==> config.mk <==
export PLATFORM = sky130hd
export DESIGN_NAME = mem_arb
export DESIGN_NICKNAME = d
export VERILOG_FILES = /design/src/rtl/mem_arb.sv
export SDC_FILE = /design/constraint.sdc
export NUM_CORES = 1
export LEC_CHECK = 0
export BUFFER_PORTS_ARGS = -buffer_cell sky130_fd_sc_hd__clkbuf_2
export CORE_AREA = 2 2 111 113
export DETAILED_ROUTE_END_ITERATION = 8
export DIE_AREA = 0 0 113 115
export HOLD_SLACK_MARGIN = 0.06
export PLACE_DENSITY = 0.77
export SYNTH_ARGS = -nofsm -noshare
export SYNTH_HDL_FRONTEND = slang
export SYNTH_SLANG_ARGS = --single-unit
export TNS_END_PERCENT = 10
==> constraint.sdc <==
create_clock -name clk -period 4.15 [get_ports clk]
set_input_delay 0 -clock clk [delete_from_list [all_inputs] [get_ports clk]]
set_output_delay 0 -clock clk [all_outputs]
set_load 0.01 [all_outputs]
==> src/rtl/mem_arb.sv <==
// mem_arb: two-to-one memory port arbiter.
//
// The instruction-fetch port (if_*) and the load/store port (ls_*) share a
// single downstream ldst-style master port (m_*). Only one transaction is
// outstanding at a time. The winning request and its owner are registered,
// and the response is routed back to whichever side issued the request.
//
// Optional build macro: MEM_ARB_RR_EN
//   undefined : ldst has priority, and a pending fetch is forced through after
//               LDST_RUN_MAX consecutive ldst grants (anti-starvation counter).
//   defined   : round-robin on ties, using a last-grant register; run_cnt and
//               LDST_RUN_MAX are not used.
//
// Handshake rule for every *_vld/*_rdy pair: a transfer happens on a rising
// clk edge where both vld and rdy are 1. A producer that raises vld holds vld
// and its payload stable until that transfer. rdy may be 1 with vld low.
//
// Debug: dbg_state exposes the FSM state (0=IDLE, 1=REQ, 2=RSP).

module mem_arb #(
  parameter int RV_PC_SIZE   = 32,
  parameter int RV_IR_SIZE   = 32,
  parameter int RV_AW        = 32,
  parameter int RV_XLEN      = 32,
  parameter int LDST_RUN_MAX = 4
) (
  input  logic                                    clk,
  input  logic                                    rst_n,
  // fetch request / response
  input  logic                                    if_req_vld,
  output logic                                    if_req_rdy,
  input  logic [RV_PC_SIZE-1:0]                   if_req_pc,
  output logic                                    if_rsp_vld,
  input  logic                                    if_rsp_rdy,
  output logic [RV_IR_SIZE-1:0]                   if_rsp_ir,
  // load/store request / response
  input  logic                                    ls_req_vld,
  output logic                                    ls_req_rdy,
  input  logic [RV_AW+1+RV_XLEN+RV_XLEN/8-1:0]    ls_req_pkt,
  output logic                                    ls_rsp_vld,
  input  logic                                    ls_rsp_rdy,
  output logic [RV_XLEN:0]                        ls_rsp_pkt,
  // shared memory master port
  output logic                                    m_req_vld,
  input  logic                                    m_req_rdy,
  output logic [RV_AW+1+RV_XLEN+RV_XLEN/8-1:0]    m_req_pkt,
  input  logic                                    m_rsp_vld,
  output logic                                    m_rsp_rdy,
  input  logic [RV_XLEN:0]                        m_rsp_pkt,
  // debug
  output logic [1:0]                              dbg_state
);

  localparam int PKT_W = RV_AW + 1 + RV_XLEN + RV_XLEN / 8;
  localparam int RSP_W = RV_XLEN + 1;
  // Scratch width wide enough to zero-extend or truncate the PC onto RV_AW.
  localparam int EXT_W = (RV_PC_SIZE > RV_AW) ? RV_PC_SIZE : RV_AW;

  localparam logic [1:0] IDLE = 2'd0;
  localparam logic [1:0] REQ  = 2'd1;
  localparam logic [1:0] RSP  = 2'd2;

  localparam logic OWN_LS = 1'b0;
  localparam logic OWN_IF = 1'b1;

  logic [1:0]       state_q;
  logic [1:0]       state_d;
  logic             owner_q;
  logic [PKT_W-1:0] req_q;

  logic             is_idle;
  logic             is_req;
  logic             is_rsp;
  logic             grant_if;
  logic             if_hs;
  logic             ls_hs;
  logic             rsp_hs;
  logic [EXT_W-1:0] pc_ext;
  logic [PKT_W-1:0] fetch_pkt;
  logic             rsp_ok;
  logic [RV_XLEN-1:0] rsp_data;

`ifdef MEM_ARB_RR_EN
  logic last_q;
`else
  localparam logic [3:0] RUN_MAX = 4'(LDST_RUN_MAX);
  logic [3:0] run_cnt_q;
`endif

  assign is_idle   = (state_q == IDLE);
  assign is_req    = (state_q == REQ);
  assign is_rsp    = (state_q == RSP);
  assign dbg_state = state_q;

  // Winner selection in IDLE: ldst is the default winner unless fetch alone is
  // asking, or the tie-break hands the grant to fetch.
  always_comb begin
    grant_if = 1'b0;
`ifdef MEM_ARB_RR_EN
    grant_if = if_req_vld && (!ls_req_vld || (last_q == OWN_LS));
`else
    grant_if = if_req_vld && (!ls_req_vld || (run_cnt_q == RUN_MAX));
`endif
  end

  // Only the winner sees rdy, and only while IDLE. Gated by rst_n so every
  // ready output is low while reset is asserted.
  assign if_req_rdy = rst_n && is_idle && grant_if;
  assign ls_req_rdy = rst_n && is_idle && !grant_if;

  assign if_hs = if_req_vld && if_req_rdy;
  assign ls_hs = ls_req_vld && ls_req_rdy;

  // A fetch is presented downstream as a plain read of the PC.
  assign pc_ext    = EXT_W'(if_req_pc);
  assign fetch_pkt = {pc_ext[RV_AW-1:0], 1'b0, {RV_XLEN{1'b0}}, {(RV_XLEN/8){1'b0}}};

  // The request register drives the master port directly, so it stays stable
  // for the whole REQ phase regardless of what the requesters do.
  assign m_req_vld = is_req;
  assign m_req_pkt = req_q;

  // Response path: combinational pass-through to the owner only. Outside RSP
  // any m_rsp_vld is a protocol violation and is left unacknowledged.
  assign rsp_ok   = m_rsp_pkt[0];
  assign rsp_data = m_rsp_pkt[RSP_W-1:1];

  assign if_rsp_vld = is_rsp && (owner_q == OWN_IF) && m_rsp_vld;
  assign ls_rsp_vld = is_rsp && (owner_q == OWN_LS) && m_rsp_vld;
  assign m_rsp_rdy  = is_rsp && ((owner_q == OWN_IF) ? if_rsp_rdy : ls_rsp_rdy);

  // A failed fetch returns an all-zero word, which decodes as illegal.
  assign if_rsp_ir  = rsp_ok ? rsp_data[RV_IR_SIZE-1:0] : {RV_IR_SIZE{1'b0}};
  assign ls_rsp_pkt = m_rsp_pkt;

  assign rsp_hs = m_rsp_vld && m_rsp_rdy;

  // Next-state logic for the IDLE -> REQ -> RSP -> IDLE transaction cycle.
  always_comb begin
    state_d = state_q;
    case (state_q)
      IDLE: if (if_hs || ls_hs) state_d = REQ;
      REQ:  if (m_req_rdy)      state_d = RSP;
      RSP:  if (rsp_hs)         state_d = IDLE;
      default:                  state_d = IDLE;
    endcase
  end

  // State register; reset abandons any transaction in flight.
  always_ff @(posedge clk or negedge rst_n) begin
    if (!rst_n) begin
      state_q <= IDLE;
    end else begin
      state_q <= state_d;
    end
  end

  // Latch the granted packet and remember who owns the transaction.
  always_ff @(posedge clk or negedge rst_n) begin
    if (!rst_n) begin
      owner_q <= OWN_LS;
      req_q   <= '0;
    end else if (if_hs) begin
      owner_q <= OWN_IF;
      req_q   <= fetch_pkt;
    end else if (ls_hs) begin
      owner_q <= OWN_LS;
      req_q   <= ls_req_pkt;
    end
  end

`ifdef MEM_ARB_RR_EN
  // Last-grant register; starts at IF so ldst wins the first tie.
  always_ff @(posedge clk or negedge rst_n) begin
    if (!rst_n) begin
      last_q <= OWN_IF;
    end else if (if_hs) begin
      last_q <= OWN_IF;
    end else if (ls_hs) begin
      last_q <= OWN_LS;
    end
  end
`else
  // Count ldst grants taken while a fetch is waiting; any fetch grant, or an
  // ldst grant with no fetch waiting, clears the run.
  always_ff @(posedge clk or negedge rst_n) begin
    if (!rst_n) begin
      run_cnt_q <= 4'd0;
    end else if (if_hs) begin
      run_cnt_q <= 4'd0;
    end else if (ls_hs) begin
      if (!if_req_vld) begin
        run_cnt_q <= 4'd0;
      end else if (run_cnt_q != RUN_MAX) begin
        run_cnt_q <= run_cnt_q + 4'd1;
      end
    end
  end
`endif

endmodule

==> flow_summary.json <==
{
  "yosysSeqAreaShare_pct": 51.6,
  "first_iter_violations": 208,
  "insertion_delay_ns": 0.33,
  "die_w_um": 113,
  "max_slew.worst_pin.slew_ns": 1.03,
  "power_density_nw_per_um2": 622,
  "final_area_sq_um": 6290,
  "status": "finished with violations",
  "syn_nets": 517,
  "synth_area_leaders": "dfrtp_1, a22o_1, a21oi_1",
  "crit_fanout": 19,
  "cts-hold-fix-buffers": 105,
  "vias": 4096,
  "synth_edf_count": 0,
  "worst_setup_path_end_kind": "register",
  "ant_nets": 0,
  "grt_pass1_vias": 4092,
  "drive_gt1_share_pct": 42.7,
  "drc_errors": 20,
  "synth_flop_cell": "dfrtp_1",
  "worstSetupStartpointType": "register",
  "leakage_nw": 3.33,
  "cts_tree": "yes",
  "synthTopCellsByCount": "dfrtp_1, a21oi_1, nand2_1",
  "dr.pass1.iters": 6,
  "netlist_area_sq_um": 3680,
  "crit_chain": "inv_1 -> ha_1 -> and3b_1 -> o21a_1 -> buf_4 -> a21oi_1 -> a21oi_1 -> dlygate4sd3_1",
  "required_ns": 4.42,
  "grtUsageTotal_pct": 20.5,
  "hold-path-cell-count": 3,
  "critPathMostFrequentCell": "a21oi_1",
  "grt_max_degree": 73,
  "synth_top_area_cell": "dfrtp_1",
  "vdd_drop_max_v": 0.000340,
  "finalCritPeriodShare_pct": 65.7,
  "cts_resized": 0,
  "portBuffers": 283,
  "die_area_sq_um": 13000,
  "cts_setup_buffers": 0,
  "routabilityCongestion": 0.760,
  "synth-seq-cells": 76,
  "cap_viol_max_count": 0,
  "fin_crit_ns": 2.73,
  "synthCells": 373,
  "antenna_found_initial": 1,
  "path_clk_slew_ns": 0.07,
  "syn_area_per_cell_sq_um": 9.88,
  "cts_root_buffer": "clkbuf_16",
  "coreArea_sq_um": 11800,
  "dp_hpwl_um": 8860,
  "r2r-end": "m_req_pkt[61]",
  "skew_ns": 0.00799,
  "fmax_mhz": 367,
  "crit_path_start": "run_cnt_q[0]",
  "relSlewSlack_pct": 31.1,
  "yosys_warnings": 0,
  "worstReg2RegStart": "run_cnt_q[0]",
  "failed_checks": "design-rule violations",
  "htree_levels": 3,
  "wl_um": 13900,
  "vias_per_cell": 4.70,
  "critPathBufInv": 3,
  "clock-sinks": 76,
  "final-setup-viol-count": 0,
  "rows": 40,
  "path_delay_family": "buffers and inverters",
  "critical_path.max_stage_delay_ns": 0.59,
  "critPathKind": "reg -> reg",
  "ios": 284,
  "clockBufferDepth": 2,
  "routedWlPerCell_um": 15.9,
  "async_reset_ff_share_pct": 100,
  "netlist-cell-type-count": 28,
  "hold_class": "in -> reg",
  "holdWs_ns": 0.104,
  "rsz0062_at_grt": "false",
  "reg2reg_slack_ns": 1.42,
  "grt_overflow": 0,
  "hold_viol_final": 0,
  "synth.most_common_cell": "dfrtp_1",
  "n_fill_cell": 1037,
  "slowest_stage": "o21a_1",
  "die_h_um": 115,
  "r2r_cells": 8,
  "grt_first_pass_wirelength_um": 20900,
  "syn2layout_area_growth_pct": 70.8,
  "nets": 863,
  "hold_start": "if_req_vld",
  "initial_core_util_pct": 31.2,
  "drv_slew": 0,
  "min_to": "run_cnt_q[1]",
  "cp_data_arrival_time_ns": 3.00,
  "netlist.area_leader.share_pct": 51.6,
  "postPlaceCellArea_sq_um": 4910,
  "fin_setup_tns_ns": 0,
  "cts_buffers": 9
}
==> layer usage <==
layer  routed length [um]  GRT usage [%]  vias to the layer above  share of wire (%)
li1                     -              -                     1930                  -
met1                 5300           24.2                     1900                 38
met2                 7060           36.6                      251                 51
met3                 1320           5.38                       15                9.5
met4                  193           6.59                        0                1.4
met5                    0              0                        -                  0
==> area by class of cell <==
class                      count  area [sq um]  share of cell area (%)
timing repair buffer         392          2500                    39.7
sequential                    76          1900                    30.2
multi-input combinational    236          1360                    21.6
clock buffer                  10           239                    3.80
tap                          147           184                    2.92
clock inverter                 6          91.3                    1.45
inverter                       4          15.0                   0.239
antenna                        1          2.50                  0.0398
==> how the worst max path moves through the flow <==
stage                                to  slack [ns]  depth (start not counted)
after floorplan           m_req_pkt[59]        2.59                          8
after global placement    m_req_pkt[55]        2.03                          7
final                     m_req_pkt[61]        1.42                          8
after global routing      m_req_pkt[61]        1.20                          8
after CTS                 m_req_pkt[65]        1.43                          8
after detailed placement  m_req_pkt[65]        1.97                          7
==> report_power, final <==
group / total (mW) / internal [mW] / switching [mW] / leakage [nW]
Combinational: 1.69 / 0.864 / 0.827 / 2.25
Sequential: 1.35 / 1.10 / 0.246 / 0.914
Clock: 0.872 / 0.549 / 0.323 / 0.164
==> worst min-delay path: cells and delay by family <==
family | cells | cell delay [ns]
compound gates | 1 | 0.10
simple gates | 1 | 0.14
buf+inv | 1 | 0.15
==> logic make-up after synthesis <==
logic type / Yosys count / synth area share, %
AND/OR/NAND/NOR: 120 / 16.1
AO/OA/AOI/OAI: 113 / 19.6
flip-flops: 76 / 51.6
buffers and inverters: 61 / 11.7
adder cells (fa/ha/maj): 2 / 0.679
multiplexers: 1 / 0.272
==> through the flow <==
step                      power [mW]  worst slack [ns]  std cells  utilization [%]
after detailed placement        2.70              1.97        750             41.6
after global routing            4.16              1.20        872             53.3
after floorplan                 2.13              2.59        373                -
after global placement          2.67              2.03        750             41.6
after CTS                       3.87              1.43        871             53.3
final                           3.91              1.42        872             53.3
==> sequential cells by signal (all words and copies together), names as in the netlist <==
signal,cells
owner_q,1
dbg_state,2
run_cnt_q,4
m_req_pkt,69
==> placed cells by master (no fill, tap or decap) <==
cell type / count
nor2b_1: 4
o21a_1: 1
a21o_1: 1
nor2_4: 1
a22o_1: 38
dfrtp_1: 76
and3b_1: 1
inv_6: 3
o21ai_0: 3
nand2b_1: 1
nor2_8: 1
nand2_1: 39
nor2_1: 36
or3b_4: 1
buf_4: 5
dlygate4sd3_1: 105
nor3_1: 1
clkinv_2: 1
inv_1: 4
and2_1: 32
clkbuf_16: 9
o21ai_2: 1
o21ai_4: 1
nand3_1: 1
mux2i_1: 1
ha_1: 2
clkbuf_8: 1
and3_1: 1
diode_2: 1
clkbuf_2: 282
a21oi_1: 66
o22ai_1: 2
bufinv_16: 2
nor3b_2: 1
No activity file was read; power rests on OpenSTA's default activity.
